===== src/rtl/pixel_write_ctrl_if.sv =====
// ============================================================================
// Module   : pixel_write_ctrl_if
// Brief    : Host write / display release bus for the ping-pong pixel writer.
// Revision : 1.0
// ============================================================================
`default_nettype none

interface pixel_write_ctrl_if #(
    parameter int ADDR_W = 20,
    parameter int DATA_W = 32
);
    logic              CSDisplay;
    logic [9:0]        AIP;
    logic [9:0]        AIL;
    logic              wvalid;
    logic [DATA_W-1:0] wdata;
    logic              wready;
    logic              Buf0Release;
    logic              Buf1Release;
    logic              WE0;
    logic              WE1;
    logic [ADDR_W-1:0] WAddr;
    logic [DATA_W-1:0] WDataOut;
    logic              Buf0Full;
    logic              Buf1Full;
    logic              FrameDone;
    logic              Overflow;

    modport master (
        output CSDisplay, AIP, AIL, wvalid, wdata, Buf0Release, Buf1Release,
        input  wready, WE0, WE1, WAddr, WDataOut, Buf0Full, Buf1Full,
               FrameDone, Overflow
    );

    modport slave (
        input  CSDisplay, AIP, AIL, wvalid, wdata, Buf0Release, Buf1Release,
        output wready, WE0, WE1, WAddr, WDataOut, Buf0Full, Buf1Full,
               FrameDone, Overflow
    );
endinterface

`default_nettype wire


===== src/rtl/pixel_write_ctrl.sv =====
// ============================================================================
// Module   : pixel_write_ctrl
// Brief    : Host-side write controller feeding ping-pong pixel buffers.
// Revision : 1.0
// ============================================================================
`default_nettype none

module pixel_write_ctrl #(
    parameter int ADDR_W = 20,
    parameter int DATA_W = 32
) (
    input  wire logic          clk,
    input  wire logic          reset,
    pixel_write_ctrl_if.slave  bus
);

    typedef enum logic [2:0] {
        S_IDLE  = 3'd0,
        S_FILL0 = 3'd1,
        S_FILL1 = 3'd2,
        S_WAIT0 = 3'd3,
        S_WAIT1 = 3'd4
    } state_t;

    state_t            r_state;
    logic [19:0]       r_count;
    logic [19:0]       r_frame_n;
    logic              r_buf0_full;
    logic              r_buf1_full;
    logic              r_we0;
    logic              r_we1;
    logic              r_frame_done;
    logic              r_overflow;
    logic [ADDR_W-1:0] r_waddr;
    logic [DATA_W-1:0] r_wdata;

    logic [19:0]       w_frame_n;
    logic              w_filling;
    logic              w_waiting;
    logic              w_wready;
    logic              w_xfer;
    logic              w_last;

    assign w_frame_n = 20'(bus.AIP) * 20'(bus.AIL);
    assign w_filling = (r_state == S_FILL0) || (r_state == S_FILL1);
    assign w_waiting = (r_state == S_WAIT0) || (r_state == S_WAIT1);
    assign w_wready  = bus.CSDisplay & w_filling;
    assign w_xfer    = bus.wvalid & w_wready;
    assign w_last    = w_xfer && (r_count == (r_frame_n - 20'd1));

    always_ff @(posedge clk or negedge reset) begin
        if (!reset) begin
            r_state      <= S_IDLE;
            r_count      <= 20'd0;
            r_frame_n    <= 20'd0;
            r_buf0_full  <= 1'b0;
            r_buf1_full  <= 1'b0;
            r_we0        <= 1'b0;
            r_we1        <= 1'b0;
            r_frame_done <= 1'b0;
            r_overflow   <= 1'b0;
            r_waddr      <= '0;
            r_wdata      <= '0;
        end else begin
            r_we0        <= w_xfer && (r_state == S_FILL0);
            r_we1        <= w_xfer && (r_state == S_FILL1);
            r_frame_done <= w_last;

            if (w_xfer) begin
                r_waddr <= ADDR_W'(r_count);
                r_wdata <= bus.wdata;
                r_count <= r_count + 20'd1;
            end

            // Completing a frame outranks a same-cycle release of that buffer
            if (w_last && (r_state == S_FILL0)) begin
                r_buf0_full <= 1'b1;
            end else if (bus.Buf0Release) begin
                r_buf0_full <= 1'b0;
            end

            if (w_last && (r_state == S_FILL1)) begin
                r_buf1_full <= 1'b1;
            end else if (bus.Buf1Release) begin
                r_buf1_full <= 1'b0;
            end

            if (w_waiting && bus.wvalid && bus.CSDisplay) begin
                r_overflow <= 1'b1;
            end

            // Every entry into a fill restarts the count and re-samples the frame size
            case (r_state)
                S_IDLE: begin
                    if (bus.CSDisplay && (w_frame_n != 20'd0)) begin
                        r_state   <= S_FILL0;
                        r_count   <= 20'd0;
                        r_frame_n <= w_frame_n;
                    end
                end
                S_FILL0: begin
                    if (w_last) begin
                        r_count <= 20'd0;
                        if (!r_buf1_full) begin
                            r_state   <= S_FILL1;
                            r_frame_n <= w_frame_n;
                        end else begin
                            r_state <= S_WAIT1;
                        end
                    end
                end
                S_FILL1: begin
                    if (w_last) begin
                        r_count <= 20'd0;
                        if (!r_buf0_full) begin
                            r_state   <= S_FILL0;
                            r_frame_n <= w_frame_n;
                        end else begin
                            r_state <= S_WAIT0;
                        end
                    end
                end
                S_WAIT0: begin
                    if (!r_buf0_full) begin
                        r_state   <= S_FILL0;
                        r_count   <= 20'd0;
                        r_frame_n <= w_frame_n;
                    end
                end
                S_WAIT1: begin
                    if (!r_buf1_full) begin
                        r_state   <= S_FILL1;
                        r_count   <= 20'd0;
                        r_frame_n <= w_frame_n;
                    end
                end
                default: begin
                    r_state <= S_IDLE;
                end
            endcase
        end
    end

    assign bus.wready    = w_wready;
    assign bus.WE0       = r_we0;
    assign bus.WE1       = r_we1;
    assign bus.WAddr     = r_waddr;
    assign bus.WDataOut  = r_wdata;
    assign bus.Buf0Full  = r_buf0_full;
    assign bus.Buf1Full  = r_buf1_full;
    assign bus.FrameDone = r_frame_done;
    assign bus.Overflow  = r_overflow;

endmodule

`default_nettype wire


===== src/flat_wrapper.sv =====
// flat-port wrapper written by rule: the top's interface ports become plain ports
module pixel_write_ctrl_flat 
#(
    parameter int ADDR_W = 20,
    parameter int DATA_W = 32
)
  (clk, reset, bus_CSDisplay, bus_AIP, bus_AIL, bus_wvalid, bus_wdata, bus_Buf0Release, bus_Buf1Release, bus_wready, bus_WE0, bus_WE1, bus_WAddr, bus_WDataOut, bus_Buf0Full, bus_Buf1Full, bus_FrameDone, bus_Overflow);
  pixel_write_ctrl_if #(.ADDR_W(ADDR_W), .DATA_W(DATA_W)) bus_i ();
  input  wire logic clk;
  input  wire logic reset;
  input wire logic [$bits(bus_i.CSDisplay)-1:0] bus_CSDisplay;
  input wire logic [$bits(bus_i.AIP)-1:0] bus_AIP;
  input wire logic [$bits(bus_i.AIL)-1:0] bus_AIL;
  input wire logic [$bits(bus_i.wvalid)-1:0] bus_wvalid;
  input wire logic [$bits(bus_i.wdata)-1:0] bus_wdata;
  input wire logic [$bits(bus_i.Buf0Release)-1:0] bus_Buf0Release;
  input wire logic [$bits(bus_i.Buf1Release)-1:0] bus_Buf1Release;
  output wire logic [$bits(bus_i.wready)-1:0] bus_wready;
  output wire logic [$bits(bus_i.WE0)-1:0] bus_WE0;
  output wire logic [$bits(bus_i.WE1)-1:0] bus_WE1;
  output wire logic [$bits(bus_i.WAddr)-1:0] bus_WAddr;
  output wire logic [$bits(bus_i.WDataOut)-1:0] bus_WDataOut;
  output wire logic [$bits(bus_i.Buf0Full)-1:0] bus_Buf0Full;
  output wire logic [$bits(bus_i.Buf1Full)-1:0] bus_Buf1Full;
  output wire logic [$bits(bus_i.FrameDone)-1:0] bus_FrameDone;
  output wire logic [$bits(bus_i.Overflow)-1:0] bus_Overflow;
  assign bus_i.CSDisplay = bus_CSDisplay;
  assign bus_i.AIP = bus_AIP;
  assign bus_i.AIL = bus_AIL;
  assign bus_i.wvalid = bus_wvalid;
  assign bus_i.wdata = bus_wdata;
  assign bus_i.Buf0Release = bus_Buf0Release;
  assign bus_i.Buf1Release = bus_Buf1Release;
  assign bus_wready = bus_i.wready;
  assign bus_WE0 = bus_i.WE0;
  assign bus_WE1 = bus_i.WE1;
  assign bus_WAddr = bus_i.WAddr;
  assign bus_WDataOut = bus_i.WDataOut;
  assign bus_Buf0Full = bus_i.Buf0Full;
  assign bus_Buf1Full = bus_i.Buf1Full;
  assign bus_FrameDone = bus_i.FrameDone;
  assign bus_Overflow = bus_i.Overflow;
  pixel_write_ctrl #(.ADDR_W(ADDR_W), .DATA_W(DATA_W)) u_core (.clk(clk), .reset(reset), .bus(bus_i));
endmodule

===== config.mk =====
export PLATFORM = sky130hd
export DESIGN_NAME = pixel_write_ctrl_flat
export DESIGN_NICKNAME = d
export VERILOG_FILES = /design/src/rtl/pixel_write_ctrl_if.sv /design/src/rtl/pixel_write_ctrl.sv /design/src/flat_wrapper.sv
export SDC_FILE = /design/constraint.sdc
export NUM_CORES = 1
export LEC_CHECK = 0
export ABC_AREA = 1
export CAP_MARGIN = 20
export CELL_PAD_IN_SITES_DETAIL_PLACEMENT = 0
export CELL_PAD_IN_SITES_GLOBAL_PLACEMENT = 1
export CORE_UTILIZATION = 30
export CTS_BUF_LIST = sky130_fd_sc_hd__clkbuf_4 sky130_fd_sc_hd__clkbuf_8
export CTS_CLUSTER_DIAMETER = 200
export DETAILED_ROUTE_END_ITERATION = 8
export PLACE_DENSITY = 0.74
export SLEW_MARGIN = 20
export SYNTH_ARGS = -nofsm -noshare
export SYNTH_HDL_FRONTEND = slang
export SYNTH_SLANG_ARGS = --single-unit

===== constraint.sdc =====
create_clock -name clk -period 2.95 [get_ports clk]
set_clock_uncertainty 0.05 [all_clocks]
set_input_delay 0.885 -clock clk [delete_from_list [all_inputs] [get_ports clk]]
set_output_delay 0.885 -clock clk [all_outputs]
set_load 0.01 [all_outputs]

=== Word level (Yosys, flattened, before mapping) ===
Index checks and enable logic that the tools add are counted.
W data, S select, Z words.

* Register bits: 101
* Input port bits: 58
* Output and inout port bits: 59
* Word-level logic and storage cells: 68

* Add/subtract/negate cells: 2
* Multiply operators: 1
* Eq/ne operators: 10
* Mux-type cells: 24
* Bitwise operators: 2
* Reductions and logical operators: 18

{| class="wikitable"
|+ Operators by type and width
! kind !! count
|-
| $mux W20 || 10
|-
| $pmux W20 S5 || 1
|-
| $pmux W20 S4 || 1
|-
| $add A20 B1 Y20 const B || 1
|-
| $eq A20 B20 Y1 || 1
|-
| $mul A10 B10 Y20 || 1
|-
| $reduce_bool A20 Y1 || 1
|-
| $sub A20 B1 Y20 const B || 1
|-
| $mux W3 || 6
|-
| $pmux W3 S5 || 1
|-
| $logic_and A1 B1 Y1 || 8
|-
| $eq A3 B2 Y1 const B || 2
|-
| $ne A2 B1 Y1 const B || 3
|-
| $reduce_and A5 Y1 || 1
|-
| $reduce_bool A5 Y1 || 1
|-
| $mux W1 || 4
|-
| $ne A2 B2 Y1 const B || 2
|-
| $reduce_and A4 Y1 || 1
|-
| $reduce_bool A2 Y1 || 2
|-
| $eq A3 B1 Y1 const B || 1
|-
| $eq A3 B3 Y1 const B || 1
|-
| $logic_not A3 Y1 || 1
|-
| $and A1 B1 Y1 || 2
|-
| $logic_or A1 B1 Y1 || 2
|-
| other kinds (2) || 2
|}

=== Logic depth before layout (Yosys ltp) ===
* Depth in word-level cells: 7
* Gate-level depth with buffers: 32
* Gate-level depth less buffers: 30

=== Worst setup path after synthesis ===
Ideal clock, no wire load.

* Kind: input to register
* Start point: input bus_AIL[1]
* End point: register u_core.r_frame_n[3]
* Setup time: 0.117 ns
* Arrival time: 5.611 ns
* Data required time: 2.783 ns
* Setup slack: -2.828 ns
* Stages: 29
* Buffers on the path: 2
* Cells stage by stage: clkbuf_1 > nand2_1 > fa_1 > inv_1 > fa_1 > inv_1 > fa_1 > inv_1 > fa_1 > inv_1 > fa_1 > inv_1 > ha_1 > nand2_1 > nor2_1 > nand3_1 > nand2_1 > nand2_1 > nand2_1 > nand2_1 > nand2_1 > nand3_1 > nor2_1 > nand2_1 > nand2_1 > nand2_1 > buf_2 > nand3_1 > nand2_1

* Word-level cells in the longest chain between the ends: 5
* Elaborated cells between the ends (all ways): 11
* Classes of those cells: 1 x mul; 1 x eq/ne; 6 x mux; 3 x reduce/logical

{| class="wikitable"
|+ Ends and longest elaborated chain
! element !! line !! text
|-
| start, declared || flat_wrapper.sv:13 || <nowiki>input wire logic [$bits(bus_i.AIL)-1:0] bus_AIL;</nowiki>
|-
| $mul A10 B10 Y20 (*) || pixel_write_ctrl.sv:44 || <nowiki>assign w_frame_n = 20'(bus.AIP) * 20'(bus.AIL);</nowiki>
|-
| $reduce_bool A20 Y1 || pixel_write_ctrl.sv:95 || <nowiki>if (bus.CSDisplay && (w_frame_n != 20'd0)) begin</nowiki>
|-
| $logic_and A1 B1 Y1 || pixel_write_ctrl.sv:95 ||
|-
| $ne A2 B1 Y1 (no source line) || -- ||
|-
| $reduce_and A4 Y1 (no source line) || -- ||
|-
| end signal, assigned || pixel_write_ctrl.sv:98 || <nowiki>r_frame_n <= w_frame_n;</nowiki>
|-
| end signal, assigned || pixel_write_ctrl.sv:106 || <nowiki>r_frame_n <= w_frame_n;</nowiki>
|-
| end signal, assigned || pixel_write_ctrl.sv:117 || <nowiki>r_frame_n <= w_frame_n;</nowiki>
|-
| end, declared || pixel_write_ctrl.sv:27 || <nowiki>logic [19:0] r_frame_n;</nowiki>
|}

Every way passes the cells marked *; elsewhere a longest branch is shown, timed or not. The select of a mux whose other input is x is not followed.
A chain may end at the register's enable or synchronous reset.

=== Worst setup path after layout ===
* Start point: input bus_AIP[5]
* End point: register u_core.r_frame_n[12]

* Word-level cells in the longest chain between the ends: 5
* Elaborated cells between the ends (all ways): 11
* Classes of those cells: 1 x mul; 1 x eq/ne; 6 x mux; 3 x reduce/logical

{| class="wikitable"
|+ Ends and longest elaborated chain
! element !! line !! text
|-
| start, declared || flat_wrapper.sv:12 || <nowiki>input wire logic [$bits(bus_i.AIP)-1:0] bus_AIP;</nowiki>
|-
| $mul A10 B10 Y20 (*) || pixel_write_ctrl.sv:44 ||
|-
| $reduce_bool A20 Y1 || pixel_write_ctrl.sv:95 ||
|-
| $logic_and A1 B1 Y1 || pixel_write_ctrl.sv:95 ||
|-
| $ne A2 B1 Y1 (no source line) || -- ||
|-
| $reduce_and A4 Y1 (no source line) || -- ||
|}

Marked as above.

==> out/metrics.cfg <==
[status]
outcome=complete, but fails checks
violations=negative setup slack

[sta]
fmax_mhz=184
setup_viol=43
holdWs_ps=362
setup_slack_ps=-2480
tightest_slew_ps=502
maxSlewViolCount=0
hold_viol=0
fin_crit_sh_pct=184
maxSlewHeadroom_pct=66.4
min_period_ps=5430
rsz0062_at_grt=true

[die]
pin_count=117
die_x_um=184
core-area_sq_um=32500
die_h_um=184
die_area_sq_um=33800
rows=66
initial_core_util_pct=30.5

[detailed_routing]
wl_per_cell_um=13.7
route.detailed.drc=0
dr_total_vias=9752
drt_iter0_markers=601
drt-pass1-iter-count=5
drt_wl_total_um=29300
viasPerCell=4.57
ant_nets=0

[worst_hold_path]
hold_path.class=in -> async

[placed_design]
io_buffers=116
gp_congestion=0.837
postPlaceCellArea_sq_um=12500
pre_cts_ws_ps=-3370
dp_hpwl_um=22100

[final_layout]
final_area_sq_um=13500
drive_gt1_share_pct=18.8
areaGrowthSynthToFinish_pct=36.2
most-common-layout-cells=nand2_1 (476), inv_1 (234), buf_4 (138)
nets=1865
diodes=0
final_common_cell=nand2_1

[pwr]
p_switching_uw=6140
p_leak_uw=0.00729
power_frac_comb_pct=75.3
power_frac_seq_pct=17.4
internal_power_uw=6830
ir_drop_uv=516
powerDensity_nw_per_um2=960
pwr-share-clk_pct=7.3
sw_frac_of_total_pct=47.3

[synthesis]
netlist_area_sq_um=9920
yosys_warnings=0
synth_top_cell_by_area=dfrtp_1
ys_seq_elements=101
synth-edff-count=0
synth_top_cell_area_share_pct=25.5
synth_seq_area_share_pct=25.5
synthFlopType=dfrtp_1
ys_top_cells_by_area=dfrtp_1 (25%), nand2_1 (20%), fa_1 (13%)
synthArstFlopShare_pct=100
avgSynthCellArea_sq_um=6.75
synthCells=1469
synth_nets=1646
synth_cell_types=34

[setup_path]
path_class=in -> reg
crit_arrival_ps=5720
crit_required_ps=3240
cp_slowest_stage_delay_ps=560
crit_slowest_cell=fa_1
end_kind=flip-flop
crit_path_max_fanout=5
worst_setup_path_start_kind=primary input

[clocking]
cts_tree=done
cts_hold_buf=0
cts-root-buf=clkbuf_8
insertion_delay_ps=400
cts_made_buffers=9
clk_pin_slew_ps=110
ctsLongestPathBuffers=2
h-tree-depth=3
cts.sinks=101

[grt]
antenna_found_initial=0
grt_pass1_wl_um=48300
grt_pass1_vias=9635
grt_use_total_pct=17.8
grt_overflow_total=0
grt_max_degree=72

[flow_run]
drv_cap=0

[final cells by class]
cell class	count	area, sq um
clock buffers	9	124
clock inverters	7	93.8
fillers	3424	19000
inverters	252	946
multi-input cells	1056	6730
flip-flops and latches	101	2530
well taps	442	553
repair buffers	268	2530
[metal layers]
metal | up-vias | global-route usage (%) | wire (um)
met4 | 0 | 2.53 | 162
met3 | 10 | 2.40 | 1310
li1 | 4930 | - | -
met1 | 4612 | 25.6 | 14700
met2 | 200 | 28.6 | 13100
met5 | - | 0 | 0
[registers in the layout, summed over array words and instances (netlist names)]
register and cells:
u_core.r_state 3, u_core.bus.WE0 1, u_core.bus.WDataOut 32, u_core.r_count 20, u_core.bus.Buf1Full 1, u_core.bus.Buf0Full 1, u_core.r_frame_n 20, u_core.bus.FrameDone 1
u_core.bus.WE1 1, u_core.bus.WAddr 20, u_core.bus.Overflow 1
[cell families (layout without fill, tap and decap cells)]
logic type / after synthesis / in the layout / share of synthesized area [%]
buf+inv: 312 / 536 / 12.1
compound gates: 55 / 55 / 3.17
simple gates: 841 / 841 / 35.7
xor+xnor: 41 / 41 / 3.84
flops: 101 / 101 / 25.5
fa+ha+maj: 119 / 119 / 19.7
[cells in the mapped netlist (3+ instances only)]
library cell / number
xor2_1: 30
nand4_1: 37
buf_2: 5
fa_1: 62
o21ai_0: 19
ha_1: 57
dfrtp_1: 101
inv_1: 246
nor2_1: 92
o31ai_1: 6
clkbuf_1: 45
nand2_2: 7
nor3_1: 18
a21oi_1: 20
nor2_2: 3
inv_2: 4
a21boi_0: 3
xnor2_1: 9
nand2_1: 530
nand3b_1: 9
buf_1: 6
nand3_1: 141
[critical path: cells and delay by family]
kind	cells	cell delay (ps)
fa+ha+maj	6	2910
buf+inv	9	550
simple gates	17	1370
[final timing paths]
kind                                      from                      end  slack (ps)  depth (start not counted)
min in group clk           u_core.bus.Overflow      u_core.bus.Overflow         440                          1
min reg2reg                u_core.bus.Overflow      u_core.bus.Overflow         440                          1
min                                      reset  u_core.bus.WDataOut[15]         360                          1
max                                 bus_AIP[5]     u_core.r_frame_n[12]       -2480                         32
max in group asynchronous                reset     u_core.bus.FrameDone        1730                          2
max reg2reg                  u_core.r_state[0]     u_core.r_frame_n[12]         210                         17
[stage by stage]
step | setup TNS (ps) | util [%] | cells | total power [uW]
finish | -105260 | 41.5 | 2135 | 13000
global route | -113750 | 41.5 | 2135 | 14300
CTS | -99640 | 40.9 | 2133 | 12800
detailed placement | -142790 | 38.5 | 2103 | 10400
global placement | -139780 | 38.5 | 2103 | 10300
floorplan | -102900 | - | 1469 | 7070
[power groups by stage]
stage	logic [uW]	registers, uW	clock network, uW
after detailed placement	8130	2260	0
after CTS	9540	2240	972
after global routing	10900	2320	1030
after global placement	8040	2260	0
after floorplan	4790	2280	0
final	9760	2260	941
[timing repair]
item | 4_1_cts | 5_1_grt
pin swaps | 44 | 36
buffers inserted | 10 | 2
gates cloned | 4 | 4
resized for setup | 183 | 59
endpoints found under the setup margin | 44 | 43
(Power assumes the default switching activity.)
